$ cat config.mk
export PLATFORM = sky130hd
export DESIGN_NAME = sprite_rom_arbiter
export DESIGN_NICKNAME = d
export VERILOG_FILES = /design/src/rtl/sprite_rom_arbiter.sv
export SDC_FILE = /design/constraint.sdc
export NUM_CORES = 1
export LEC_CHECK = 0
export ABC_CLOCK_PERIOD_IN_PS = 4300
export CAP_MARGIN = 40
export CORE_MARGIN = 2
export CORE_UTILIZATION = 44
export DETAILED_ROUTE_END_ITERATION = 12
export PLACE_DENSITY_LB_ADDON = 0.08
export SYNTH_ARGS = -nofsm -noshare
export SYNTH_HDL_FRONTEND = slang
export SYNTH_SLANG_ARGS = --single-unit
export TNS_END_PERCENT = 1
$ cat constraint.sdc
create_clock -name Clk -period 4.3 [get_ports Clk]
set_input_delay 0.43 -clock Clk [delete_from_list [all_inputs] [get_ports Clk]]
set_output_delay 0.43 -clock Clk [all_outputs]
set_load 0.01 [all_outputs]
$ cat src/rtl/sprite_rom_arbiter.sv
// sprite_rom_arbiter: shares one combinational sprite ROM between the
// background, player and enemy renderers. Registered one-hot grant,
// round-robin ownership with a bounded burst while others wait, and a
// registered, per-requester tagged read-data return one cycle after the
// address is presented.
module sprite_rom_arbiter #(
    parameter int unsigned NUM_REQ   = 3,
    parameter int unsigned ADDR_W    = 7,
    parameter int unsigned DATA_W    = 32,
    parameter int unsigned MAX_BURST = 8
) (
    input  logic                      Clk,
    input  logic                      Reset,
    input  logic [NUM_REQ-1:0]        req,
    input  logic [NUM_REQ*ADDR_W-1:0] req_addr,
    output logic [NUM_REQ-1:0]        gnt,
    output logic [NUM_REQ-1:0]        rd_valid,
    output logic [DATA_W-1:0]         rd_data,
    output logic [ADDR_W-1:0]         rom_addr,
    input  logic [DATA_W-1:0]         rom_data
);

    localparam int unsigned IDX_W = (NUM_REQ > 1) ? $clog2(NUM_REQ) : 1;
    localparam int unsigned CNT_W = (MAX_BURST > 1) ? $clog2(MAX_BURST) : 1;
    localparam logic [CNT_W-1:0] CNT_LAST = CNT_W'(MAX_BURST - 1);
    localparam logic [IDX_W-1:0] IDX_LAST = IDX_W'(NUM_REQ - 1);

    typedef enum logic {
        ST_IDLE  = 1'b0,
        ST_OWNED = 1'b1
    } state_t;

    state_t               state;
    state_t               state_nxt;
    logic [IDX_W-1:0]     owner;
    logic [IDX_W-1:0]     owner_nxt;
    logic [IDX_W-1:0]     ptr;
    logic [IDX_W-1:0]     ptr_nxt;
    logic [IDX_W-1:0]     rel_ptr;
    logic [CNT_W-1:0]     cnt;
    logic [CNT_W-1:0]     cnt_nxt;
    logic [NUM_REQ-1:0]   gnt_nxt;
    logic [NUM_REQ-1:0]   rd_valid_nxt;
    logic [NUM_REQ-1:0]   others;
    logic [DATA_W-1:0]    rd_data_nxt;
    logic                 read;
    logic                 release_now;

    // One-hot vector with bit idx set.
    function automatic logic [NUM_REQ-1:0] onehot(input logic [IDX_W-1:0] idx);
        logic [NUM_REQ-1:0] v;
        v      = '0;
        v[idx] = 1'b1;
        return v;
    endfunction

    // First set bit of cand searching upward from start with wrap-around.
    function automatic logic [IDX_W-1:0] pick(input logic [NUM_REQ-1:0] cand,
                                              input logic [IDX_W-1:0]   start);
        logic [IDX_W-1:0] win;
        logic [IDX_W-1:0] sel;
        logic             found;
        win   = '0;
        found = 1'b0;
        for (int k = 0; k < int'(NUM_REQ); k++) begin
            sel = IDX_W'((int'(start) + k) % int'(NUM_REQ));
            if (!found && cand[sel]) begin
                win   = sel;
                found = 1'b1;
            end
        end
        return win;
    endfunction

    // State and output registers; reset drops any in-flight read.
    always_ff @(posedge Clk) begin
        if (Reset) begin
            state    <= ST_IDLE;
            owner    <= '0;
            ptr      <= '0;
            cnt      <= '0;
            gnt      <= '0;
            rd_valid <= '0;
            rd_data  <= '0;
        end else begin
            state    <= state_nxt;
            owner    <= owner_nxt;
            ptr      <= ptr_nxt;
            cnt      <= cnt_nxt;
            gnt      <= gnt_nxt;
            rd_valid <= rd_valid_nxt;
            rd_data  <= rd_data_nxt;
        end
    end

    // Next-state: arbitration, burst counting, release and zero-bubble handoff.
    always_comb begin
        state_nxt    = state;
        owner_nxt    = owner;
        ptr_nxt      = ptr;
        cnt_nxt      = cnt;
        gnt_nxt      = gnt;
        rd_valid_nxt = '0;
        rd_data_nxt  = rd_data;
        others       = req & ~onehot(owner);
        rel_ptr      = (owner == IDX_LAST) ? '0 : owner + IDX_W'(1);
        release_now  = 1'b0;

        case (state)
            ST_IDLE: begin
                if (|req) begin
                    state_nxt = ST_OWNED;
                    owner_nxt = pick(req, ptr);
                    gnt_nxt   = onehot(pick(req, ptr));
                    cnt_nxt   = '0;
                end
            end
            ST_OWNED: begin
                if (read) begin
                    rd_valid_nxt = onehot(owner);
                    rd_data_nxt  = rom_data;
                end
                release_now = !req[owner] || (read && (cnt == CNT_LAST) && (|others));
                if (release_now) begin
                    ptr_nxt = rel_ptr;
                    cnt_nxt = '0;
                    if (|others) begin
                        owner_nxt = pick(others, rel_ptr);
                        gnt_nxt   = onehot(pick(others, rel_ptr));
                    end else begin
                        state_nxt = ST_IDLE;
                        gnt_nxt   = '0;
                    end
                end else if (read) begin
                    cnt_nxt = (cnt == CNT_LAST) ? '0 : cnt + CNT_W'(1);
                end
            end
            default: begin
                state_nxt = ST_IDLE;
                gnt_nxt   = '0;
            end
        endcase
    end

    // Outputs: read-cycle detect and ROM address steering (zero when not reading).
    always_comb begin
        read     = 1'b0;
        rom_addr = '0;
        if ((state == ST_OWNED) && req[owner]) begin
            read     = 1'b1;
            rom_addr = req_addr[int'(owner)*ADDR_W +: ADDR_W];
        end
    end

endmodule

==> reports/qor.csv, run 1 <==
stage,metric,value,unit
synth,async_flop_share,0,%
finish,finalNetCount,427,
sta,finalClockSkew,0.00477,ns
sta,setup_viol,0,
synth,synth_area_per_cell,7.78,µm²
finish,syn_to_final_growth,51.0,%
synth,ys.flop_type,dfxtp_1,
detailed_routing,num_vias,2165,
clock_tree,numCtsBuffers,5,
finish,drive_gt1_share,5.19,%
setup_path,cpMaxStageDelayCell,dfxtp_1,
worst_hold_path,min_to,rd_data[30],
status,status,completed,
die,design.die.area,5460,µm²
clock_tree,clk_latency,0.30,ns
finish,final_cell_area,3240,µm²
setup_path,path_max_fanout,25,
synth,syn_nets,338,
worst_hold_path,hold_path.class,reg2reg,
setup_path,ff2ff_path_depth,6,
worst_hold_path,hold_path_startpoint,rd_data[30],
global_routing,grt_pass1_vias,2057,
sta,tightest_slew,0.877,ns
sta,fin_crit,3.27,ns
clock_tree,hold_buffers,0,
sta,hold_violations,0,
placed_design,hpwl,3980,µm
worst_hold_path,hold_depth,2,
setup_path,reg2reg_from,owner[1],
synth,syn_area,2150,µm²
clock_tree,cts_resized,0,
synth,yosysTopAreaCell,dfxtp_1,
detailed_routing,wl_per_cell,13.0,µm
run,cap_violations,0,
placed_design,port_buffers,102,
die,die-width,73.9,µm
power,leakage,1.17,nW
detailed_routing,vias_per_cell,5.00,
clock_tree,cts-root-buf,clkbuf_8,
die,row_count,25,
sta,relSlewSlack,41.5,%
sta,fin_crit_sh,76.0,%
die,die_h,73.9,µm
power,ir_drop,250,µV
sta,rsz0062_at_grt,false,
global_routing,grt_max_degree,47,
setup_path,cp.buffers_inverters,1,
synth,synth_warnings,0,
clock_tree,cts_tree,built,
sta,setup_tns,0,ns
setup_path,worstPathArrival,2.84,ns
synth,syn_inst,276,
global_routing,grt_use_total,20.7,%
detailed_routing,drc,0,
placed_design,pre_cts_ws,1.11,ns
sta,whs,0.455,ns
synth,netlist_top_cells_area,"dfxtp_1, nand2_1, a21oi_1",
finish,final_cells,433,
synth,synth-seq-cells,46,
sta,max_freq,0.306,GHz
finish,antennaDiodeCount,0,
setup_path,cp_slowest_stage_delay,0.90,ns
setup_path,start_kind,register,
finish,nFillCells,398,
synth,netlist.area_leader.share,42.9,%
detailed_routing,postRouteAntennaNets,0,
global_routing,antenna_found_initial,0,
placed_design,placed_area,3140,µm²
clock_tree,clk_pin_slew_worst_paths,0.08,ns
placed_design,place.gp.congestion,0.851,
setup_path,path_cells,mux2i_1 -> o21a_1 -> nand2b_2 -> nor2_1 -> clkdlybuf4s50_1,
detailed_routing,wirelength,5620,µm
die,io_pins,103,
die,core_area,4720,µm²
clock_tree,clock_path_buffers,2,
setup_path,critPathRequiredTime,3.87,ns
power,powerDensity,312,nW/µm²
synth,synth_edf_count,0,
clock_tree,h-tree-depth,2,
sta,setup_ws,1.03,ns
clock_tree,cts_setup_buffers,0,
detailed_routing,drt_first_pass_iters,4,
sta,drv_slew,0,
synth,synth_cell_types,39,
detailed_routing,dr.first_iter.drc_count,108,
global_routing,grt_pass1_wl,8870,µm
setup_path,crit_type,reg2out,
setup_path,r2r_slack,1.84,ns
die,start_util,45.5,%
setup_path,cp_top_family,flip-flops,
placed_design,dp.cells,425,
global_routing,grt-ovfl-total,0,
setup_path,reg2reg_to,rd_data[13],
setup_path,endpoint_kind,output port,
synth,seq_area_frac_synth,42.9,%
clock_tree,clock_sinks,46,
sequential cells by signal, indices dropped and copies added, names as in the netlist:
name and cells:
cnt 3, gnt 3, owner 2, ptr 2
rd_data 32, rd_valid 3, state 1
worst register-to-register path, delay by kind of cell, from the launching register on:
kind | cells | cell delay [ns]
mux | 1 | 0.27
buf+inv | 1 | 0.32
simple gates | 2 | 0.57
compound gates | 2 | 0.34
flops | 1 | 0.90
cell type report:
cell class	instances	area, µm²	share of cell area [%]
sequential	46	921	28.4
multi-input combinational	203	1080	33.4
inverter	5	18.8	0.578
tap	67	83.8	2.58
clock buffer	7	96.3	2.97
clock inverter	1	8.76	0.270
timing repair buffer	104	1030	31.8
through the flow:
step           utilization [%]  power (mW)
3_3_place_gp              66.5       0.727
4_1_cts                   68.7        1.02
6_report                  68.7        1.01
3_5_place_dp              66.5       0.730
2_1_floorplan                -       0.609
5_1_grt                   68.7        1.06
how the worst max path moves through the flow:
stage	from	slack, ns	to	depth (start not counted)
2_1_floorplan	req[2]	2.58	rom_addr[0]	6
3_3_place_gp	req[0]	1.18	rom_addr[5]	6
3_5_place_dp	req[0]	1.11	rom_addr[5]	6
4_1_cts	owner[1]	1.02	rom_addr[5]	5
5_1_grt	owner[1]	0.87	rom_addr[5]	5
6_report	owner[1]	1.03	rom_addr[5]	5
synthesized netlist by cell type (2+ instances only):
cell type / n
a21o_1: 4
a21oi_1: 47
a31oi_1: 3
a32oi_1: 2
and3_1: 2
buf_2: 8
buf_4: 7
clkbuf_1: 5
dfxtp_1: 46
ha_1: 4
inv_1: 5
mux2i_1: 9
nand2_1: 70
nand2b_1: 4
nand3_1: 4
nor2_1: 22
nor2b_1: 2
nor3_1: 2
nor4_2: 2
o211ai_1: 3
o21ai_0: 7
cells in the final DEF, fill, tap and decap left out, types with 2 or more instances in the layout:
master	n
dfxtp_1	46
ha_1	4
nor3_1	2
nand2b_1	3
nor4_2	2
o211ai_1	3
a32oi_1	2
inv_1	5
a31oi_1	3
clkbuf_8	7
nand2_1	70
o21ai_0	7
nor2_1	22
a21o_1	4
and3_1	2
buf_4	2
mux2i_1	9
nor2b_1	2
nand3_1	4
clkdlybuf4s50_1	101
a21oi_1	47
power by group:
group | internal (mW) | leakage [nW] | switching [mW]
combinational | 0.135 | 0.742 | 0.107
clock | 0.147 | 0.0544 | 0.148
sequential | 0.452 | 0.376 | 0.0235
total | 0.735 | 1.17 | 0.279
routing by layer:
layer / wire length, µm / vias up / GRT usage [%]
met2: 2690 / 72 / 36.5
met5: 0 / - / 0
li1: - / 1105 / -
met3: 431 / 6 / 6.17
met4: 52 / 0 / 6.67
met1: 2440 / 982 / 23.7
logic make-up after synthesis:
logic type	synth area share [%]
buffers and inverters	6.76
AO/OA/AOI/OAI	19.9
adder cells (fa/ha/maj)	2.33
multiplexers	4.19
AND/OR/NAND/NOR	24.0
flip-flops	42.9
(Power assumes the default switching activity.)
==> inputs of run 2 (changes only) <==
Settings changed: ABC_CLOCK_PERIOD_IN_PS 4300 to 2700, CORE_UTILIZATION 44 to 37.
Clock period 4.3 ns to 2.7 ns, I/O delays scaled along.
==> run 2 against run 1 <==
Net effect:
- cell area rose by 1.4%
- critical path depth decreased by 1
- die area grew 18%
- sequential power grew 57%
- cell count up 2.5%
- first-iteration DRC count is 7.4% lower
- hold slack got worse by 0.091 ns
- power grew 53%
- clock power grew 34%
- global-route usage down 2.8 points
- wire length is 2.2% higher
- critical endpoint is now rom_addr[1]
==> reports/qor.csv, run 2 (synthesis gave the netlist of run 1 again) <==
stage,metric,value,unit,change
die,core_area,5570,µm²,+18%
detailed_routing,postRouteAntennaNets,0,,unchanged
power,switchingPower,431,µW,+54%
die,row_count,27,,+8.0%
clock_tree,clock_sinks,46,,unchanged
finish,multi_input_area,1080,µm²,unchanged
clock_tree,numCtsBuffers,5,,unchanged
setup_path,path_max_fanout,12,,-52%
clock_tree,hold_buffers,0,,unchanged
global_routing,grt_use_total,17.8,%,-2.8 points
die,start_util,38.5,%,-6.9 points
detailed_routing,vias_per_cell,4.97,,-0.68%
detailed_routing,wirelength,5740,µm,+2.2%
power,powerDensity,472,nW/µm²,+51%
die,io_pins,103,,unchanged
setup_path,critPathRequiredTime,2.43,ns,-1.44 ns
sta,drv_slew,0,,unchanged
setup_path,crit_type,reg2out,,
sta,fin_crit,2.54,ns,
power,p_int,1.12,mW,+53%
clock_tree,cts_setup_buffers,0,,unchanged
global_routing,grt_max_degree,36,,-23%
die,die-width,80.2,µm,+8.6%
global_routing,grt-ovfl-total,0,,unchanged
power,sequentialPowerShare,48.1,%,+1.2 points
detailed_routing,wl_per_cell,12.9,µm,-0.34%
clock_tree,cts-root-buf,clkbuf_8,,
finish,largest_register_ffs,32,,unchanged
sta,rsz0062_at_grt,false,,
clock_tree,clk_latency,0.29,ns,about the same
sta,setup_tns,0,ns,unchanged
setup_path,start_kind,register,,
clock_tree,cts_resized,0,,unchanged
finish,antennaDiodeCount,0,,unchanged
global_routing,antenna_found_initial,0,,unchanged
die,die_h,80.2,µm,+8.6%
power,comb_power_share,26.4,%,+2.5 points
die,design.die.area,6430,µm²,+18%
clock_tree,clk_pin_slew_worst_paths,0.08,ns,about the same
sta,fin_crit_sh,94.0,%,
sta,hold_violations,0,,unchanged
setup_path,cp_slowest_stage_delay,0.68,ns,-0.22 ns
finish,regMostFlops,rd_data,,
power,swShare,27.7,%,+0.21 points
detailed_routing,drc,0,,unchanged
setup_path,worstPathArrival,2.27,ns,-0.57 ns
placed_design,hpwl,4100,µm,+3.1%
worst_hold_path,hold_path.class,in2reg,,
power,ir_drop,232,µV,-7.1%
sta,relSlewSlack,47.4,%,+5.9 points
clock_tree,clock_path_buffers,2,,unchanged
finish,syn_to_final_growth,53.2,%,
power,leakage,1.19,nW,+1.9%
placed_design,place.gp.congestion,0.800,,-6.0%
setup_path,path_cells,nor2b_1 -> a21oi_1 -> nor2_1 -> clkdlybuf4s50_1,,
finish,final_cell_area,3290,µm²,+1.4%
detailed_routing,dr.first_iter.drc_count,100,,-7.4%
sta,tightest_slew,0.788,ns,-0.0886 ns
sta,max_freq,0.394,GHz,
power,clkPwrFrac,25.5,%,-3.7 points
sta,setup_viol,0,,unchanged
placed_design,port_buffers,102,,unchanged
sta,finalClockSkew,0.00308,ns,-0.00170 ns
sta,whs,0.364,ns,-0.0911 ns
setup_path,cpMaxStageDelayCell,nor2b_1,,
finish,layout_common_cells,"clkdlybuf4s50_1, nand2_1, a21oi_1",,
finish,ff_latch_area,921,µm²,unchanged
placed_design,placed_area,3210,µm²,+2.3%
detailed_routing,drt_first_pass_iters,4,,unchanged
run,cap_violations,0,,unchanged
finish,final_common_cell,clkdlybuf4s50_1,,
global_routing,grt_pass1_vias,2025,,-1.6%
global_routing,grt_pass1_wl,9160,µm,+3.3%
finish,nFillCells,531,,+33%
status,status,completed,,
setup_path,endpoint_kind,output port,,
detailed_routing,num_vias,2205,,+1.8%
clock_tree,h-tree-depth,2,,unchanged
finish,drive_gt1_share,6.45,%,+1.3 points
finish,finalNetCount,434,,+1.6%
clock_tree,cts_tree,built,,
run 2: cell types whose count changed in the layout (fill, tap and decap cells not counted):
cell        before  now
buf_12           0    1
clkinv_4         1    0
buf_4            2    8
clkbuf_8         7    5
clkinvlp_4       0    1
clkbuf_1         0    1
run 2: final timing paths:
| path | startpoint | end | slack [ns] | cells past startpoint |
|---|---|---|---|---|
| worst max-delay path | owner[0] | rom_addr[1] | 0.16 | 4 |
| worst min register to register | rd_data[25] | rd_data[25] | 0.46 | 2 |
| worst max register to register | owner[1] | rd_data[3] | 0.80 | 6 |
| worst min-delay path | Reset | ptr[1] | 0.36 | 2 |
run 2: critical path: cells and delay by family, from the launching register on:
| kind | cells | cell delay [ns] |
|---|---|---|
| simple gates | 2 | 0.81 |
| compound gates | 1 | 0.19 |
| flops | 1 | 0.45 |
| buf+inv | 1 | 0.54 |
run 2: power by group through the flow:
stage | registers, mW | logic (mW) | clock network (mW)
floorplan | 0.773 | 0.197 | 0
global placement | 0.762 | 0.404 | 0
detailed placement | 0.763 | 0.411 | 0
CTS | 0.748 | 0.413 | 0.412
global route | 0.753 | 0.450 | 0.444
finish | 0.747 | 0.410 | 0.397
run 2: layout make-up:
cell class                      instances  share of cell area (%)
Timing Repair Buffer                  111                    33.3
Multi-Input combinational cell        203                    33.0
Sequential cell                        46                    28.0
Tap cell                               72                    2.74
Clock buffer                            6                    2.21
Inverter                                5                   0.570
Clock inverter                          1                   0.228
run 2: per-stage QoR:
stage	utilization, %	cells	worst slack [ns]	power [mW]
3_3_place_gp	57.2	436	0.444	1.17
4_1_cts	59.0	444	0.208	1.57
2_1_floorplan	-	276	1.11	0.969
5_1_grt	59.0	444	0.0259	1.65
6_report	59.0	444	0.163	1.55
3_5_place_dp	57.6	437	0.417	1.17
run 2: metal layers:
layer	global-route usage (%)	up-vias	share of wire, %
met5	0	-	0
met4	4.07	0	0.54
met3	5.28	2	8.2
met2	32.5	76	49
met1	20.4	1010	43
li1	-	1117	-
